### config.mk
export PLATFORM = sky130hd
export DESIGN_NAME = clock_divider_prog
export DESIGN_NICKNAME = d
export VERILOG_FILES = /design/src/rtl/clock_divider_prog.sv
export SDC_FILE = /design/constraint.sdc
export NUM_CORES = 1
export LEC_CHECK = 0
export ABC_AREA = 1
export CAP_MARGIN = 20
export CORE_MARGIN = 2
export CORE_UTILIZATION = 45
export DETAILED_ROUTE_END_ITERATION = 8
export GPL_ROUTABILITY_DRIVEN = 0
export GPL_TIMING_DRIVEN = 0
export SLEW_MARGIN = 20
export SYNTH_ARGS = -nofsm -noshare
export SYNTH_HDL_FRONTEND = slang
export SYNTH_SLANG_ARGS = --single-unit
### constraint.sdc
create_clock -name refclk -period 6.8 [get_ports refclk]
set_input_delay 0.68 -clock refclk [delete_from_list [all_inputs] [get_ports refclk]]
set_output_delay 0.68 -clock refclk [all_outputs]
set_load 0.01 [all_outputs]
### src/rtl/clock_divider_prog.sv
// Runtime-programmable clock divider producing outclk with a period of cur_div refclk cycles.
// Divisor updates are double-buffered and only take effect at a period boundary.
module clock_divider_prog #(
  parameter int unsigned WIDTH       = 32,
  parameter int unsigned DEFAULT_DIV = 50000000
) (
  input  logic             refclk,
  input  logic             resetn,
  input  logic             enable,
  input  logic [WIDTH-1:0] div_in,
  input  logic             div_load,
  output logic             outclk,
  output logic             tick,
  output logic [WIDTH-1:0] cur_div,
  output logic             pending
);

  localparam logic [WIDTH-1:0] MIN_DIV   = WIDTH'(2);
  localparam logic [WIDTH-1:0] RESET_DIV = (DEFAULT_DIV < 2) ? MIN_DIV : WIDTH'(DEFAULT_DIV);

  typedef enum logic {
    ST_IDLE,
    ST_RUN
  } state_t;

  state_t           state_q, state_d;
  logic [WIDTH-1:0] cnt_q, cnt_d;
  logic             outclk_q, outclk_d;
  logic             tick_q, tick_d;
  logic [WIDTH-1:0] cur_div_q, cur_div_d;
  logic [WIDTH-1:0] pend_div_q, pend_div_d;
  logic             pending_q, pending_d;

  logic [WIDTH-1:0] cnt_inc;
  logic [WIDTH-1:0] high_len;
  logic             at_boundary;
  logic             period_start;

  function automatic logic [WIDTH-1:0] clamp_div(input logic [WIDTH-1:0] v);
    return (v < MIN_DIV) ? MIN_DIV : v;
  endfunction

  // cnt never exceeds cur_div-1, so the increment cannot wrap.
  assign cnt_inc     = cnt_q + WIDTH'(1);
  assign high_len    = cur_div_q - (cur_div_q >> 1);
  assign at_boundary = (cnt_q == (cur_div_q - WIDTH'(1)));

  always_comb begin
    state_d      = state_q;
    cnt_d        = cnt_q;
    outclk_d     = outclk_q;
    tick_d       = 1'b0;
    cur_div_d    = cur_div_q;
    pend_div_d   = pend_div_q;
    pending_d    = pending_q;
    period_start = 1'b0;

    case (state_q)
      ST_IDLE: begin
        if (enable) begin
          state_d      = ST_RUN;
          period_start = 1'b1;
        end else begin
          cnt_d    = '0;
          outclk_d = 1'b0;
        end
      end
      ST_RUN: begin
        if (!enable) begin
          state_d  = ST_IDLE;
          cnt_d    = '0;
          outclk_d = 1'b0;
        end else if (at_boundary) begin
          period_start = 1'b1;
        end else begin
          cnt_d    = cnt_inc;
          outclk_d = (cnt_inc < high_len);
        end
      end
      default: begin
        state_d  = ST_IDLE;
        cnt_d    = '0;
        outclk_d = 1'b0;
      end
    endcase

    // A load coinciding with a period start bypasses the pending register.
    if (period_start) begin
      cnt_d    = '0;
      outclk_d = 1'b1;
      tick_d   = 1'b1;
      if (div_load) begin
        cur_div_d = clamp_div(div_in);
        pending_d = 1'b0;
      end else if (pending_q) begin
        cur_div_d = pend_div_q;
        pending_d = 1'b0;
      end
    end else if (div_load) begin
      pend_div_d = clamp_div(div_in);
      pending_d  = 1'b1;
    end
  end

  always_ff @(posedge refclk or negedge resetn) begin
    if (!resetn) begin
      state_q    <= ST_IDLE;
      cnt_q      <= '0;
      outclk_q   <= 1'b0;
      tick_q     <= 1'b0;
      cur_div_q  <= RESET_DIV;
      pend_div_q <= '0;
      pending_q  <= 1'b0;
    end else begin
      state_q    <= state_d;
      cnt_q      <= cnt_d;
      outclk_q   <= outclk_d;
      tick_q     <= tick_d;
      cur_div_q  <= cur_div_d;
      pend_div_q <= pend_div_d;
      pending_q  <= pending_d;
    end
  end

  assign outclk  = outclk_q;
  assign tick    = tick_q;
  assign cur_div = cur_div_q;
  assign pending = pending_q;

endmodule

==> results.json <==
{
  "outcome": "finished clean",
  "vias": 9010,
  "fin_util_pct": 52.7,
  "syn_inst": 1408,
  "seq_area_frac_synth_pct": 26.9,
  "grtUsageTotal_pct": 25.7,
  "cts_root_buffer": "clkbuf_16",
  "wl_um": 27500,
  "timing.slew.headroom_pct": 42.5,
  "power_density_mw_per_mm2": 247,
  "critical_path_buf_inv_count": 2,
  "synth_most_common_cell": "nand2_1",
  "synthFlopType": "dfrtp_1",
  "area_growth_pct": 14.4,
  "cp_cell_sequence": "inv_1, ha_1, inv_1, nand3_1, nand2_1, nand2_1, nand3_1, nand3_1, nand2_1, a21oi_1, o21ai_0, nand3_1, nand3_1, nand2_1, ha_1, nand4_1, or3_1, nor4_1, o21ai_0, nand2_1, nand2_1",
  "vdd_drop_max_mv": 0.115,
  "internal_power_mw": 1.44,
  "synth_top_area_share_pct": 23.6,
  "coreArea_mm2": 0.0203,
  "cts_sinks": 100,
  "cts_tree": "built",
  "stdcell_count": 1765,
  "die_w_um": 148,
  "fin_crit_sh_pct": 67.5,
  "synthTopCellsByCount": "nand2_1 (454), inv_1 (189), nor2_1 (145)",
  "dpl-instance-area_mm2": 0.0104,
  "clockBufferDepth": 2,
  "grt-ovfl-total": 0,
  "setup_violations": 0,
  "grt_pass1_vias": 8524,
  "r2r_slack_ps": 2210,
  "crit_path_top_delay_cell": "o21ai_0",
  "synth_edf_count": 0,
  "port_buffers": 70,
  "switching_share_pct": 45.4,
  "layout-drive-gt1-share_pct": 4.62,
  "reg2reg_from": "cur_div[2]",
  "yosysWarnings": 0,
  "synthesis.nets": 1542,
  "vias_per_cell": 5.10,
  "cts_inserted_buffers": 9,
  "dr.pass1.iters": 5,
  "drc_errors": 0,
  "antenna_found_initial": 1,
  "postCtsSetupRepairBufs": 0,
  "ant_nets": 0,
  "clkLatencyLatePin_ps": 340,
  "fin_ws_ps": 2210,
  "seqPwrFrac_pct": 28.8,
  "finalClockSkew_ps": 4.32,
  "critPathMaxFanout": 6,
  "r2r_end": "outclk",
  "postSynth.asyncResetShare_pct": 100,
  "hold_viol": 0,
  "multi_input_area_mm2": 0.00596,
  "cpMostUsedCell": "nand2_1",
  "wl_per_cell_um": 15.6,
  "share_comb_of_total_power_pct": 52.9,
  "start_kind": "register",
  "cp-end-kind": "register",
  "fin_nets": 1624,
  "num_io_pins": 71,
  "p_clk_share_pct": 18.3,
  "p_sw_mw": 1.20,
  "crit_family": "simple AND/OR/NAND/NOR gates",
  "slowest_delay_ps": 550,
  "start_util_pct": 46.1,
  "fin_crit_ps": 4590,
  "dp_cells": 1749,
  "ys_types": 46,
  "yosysTopAreaCell": "dfrtp_1",
  "setup_tns_ps": 0,
  "drv_cap": 0,
  "die-area_mm2": 0.0219,
  "critical_path_required_ps": 7010,
  "grt_pass1_wl_um": 44300,
  "synthTopCellsByArea": "dfrtp_1 (24%), nand2_1 (18%), ha_1 (13%), inv_1 (7.6%), xor2_1 (6.4%)",
  "h-tree-depth": 3,
  "postSynthAreaPerCell_um2": 6.64,
  "clk_pin_slew_ps": 70,
  "rsz0062_at_grt": "false",
  "leakage_nw": 5.61,
  "cp.depth": 21,
  "crit_type": "reg -> reg",
  "fmax_mhz": 218,
  "holdWs_ps": 215,
  "power.total_mw": 2.65,
  "syn_area_mm2": 0.00935,
  "dpl.hpwl_um": 23000,
  "final_area_mm2": 0.0107,
  "tightest_slew_ps": 854,
  "setup.worst_path.start": "cur_div[2]",
  "die_h_um": 148,
  "nFillCells": 2131,
  "cts_hold_buffers": 0,
  "diodes": 0,
  "placementRows": 52,
  "dr.first_iter.drc_count": 683,
  "critPathArrivalTime_ps": 4810,
  "crit_path_end": "outclk",
  "dp_slack_ps": 2200,
  "grt_max_degree": 70,
  "synth-seq-cells": 100,
  "slew_violations": 0,
  "final-seq-area_mm2": 0.00252,
  "post_cts_resized": 0,
  "reg2reg_depth": 21,
  "hold_class": "in -> async"
}
## logic make-up after synthesis
group | after synthesis | share of synthesized area (%)
AOI/OAI and AO/OA | 115 | 7.04
and+or+nand+nor | 794 | 36.1
buffers and inverters | 222 | 9.31
xor gates and xnor gates | 79 | 7.40
adders and majority gates | 98 | 13.2
DFF | 100 | 26.9
## area by class of cell
| cell class | count | share of cell area [%] |
|---|---|---|
| Inverter | 194 | 6.81 |
| Sequential cell | 100 | 23.5 |
| Multi-Input combinational cell | 1086 | 55.7 |
| Timing Repair Buffer | 71 | 6.82 |
| Clock buffer | 11 | 2.27 |
| Clock inverter | 5 | 0.328 |
| Tap cell | 270 | 3.16 |
| Buffer | 28 | 1.33 |
## sequential cells by signal, summed over array words and instances (netlist names)
signal and flops:
tick 1, cnt_q 32, cur_div 32, pend_div_q 32
pending 1, outclk 1, state_q 1
## power groups by stage
stage	Sequential [mW]	Combinational, mW	Clock [mW]
6_report	0.761	1.40	0.485
5_1_grt	0.769	1.60	0.522
3_5_place_dp	0.769	1.37	0
2_1_floorplan	0.743	0.960	0
4_1_cts	0.758	1.39	0.494
3_3_place_gp	0.769	1.36	0
## how the worst min path moves through the flow
stage | start | end | slack [ps]
final | resetn | pend_div_q[4] | 220
after global routing | resetn | pend_div_q[4] | 230
after CTS | resetn | pend_div_q[4] | 220
after detailed placement | pend_div_q[16] | pend_div_q[16] | 460
after global placement | pend_div_q[17] | pend_div_q[17] | 450
after floorplan | resetn | cnt_q[0] | 380
## placed cells by master (no fill, tap or decap), types with 15 or more instances in the layout
| cell type | synthesis | final |
|---|---|---|
| nand2_1 | 454 | 454 |
| inv_1 | 189 | 189 |
| nor2_1 | 145 | 145 |
| nand3_1 | 111 | 111 |
| ha_1 | 97 | 97 |
| dfrtp_1 | 88 | 88 |
| clkdlybuf4s50_1 | 0 | 69 |
| xor2_1 | 68 | 68 |
| a21oi_1 | 53 | 53 |
| o21ai_0 | 34 | 34 |
| nand4_1 | 20 | 20 |
| nor3_1 | 19 | 19 |
| nor4_1 | 15 | 15 |
## routing by layer
layer	GRT usage [%]	up-vias	wire, µm
li1	-	4628	-
met1	37.1	4107	13400
met2	41.3	228	12200
met3	1.84	45	1060
met4	8.29	2	830
met5	0	-	9
Power figures use the tool's default switching activity.
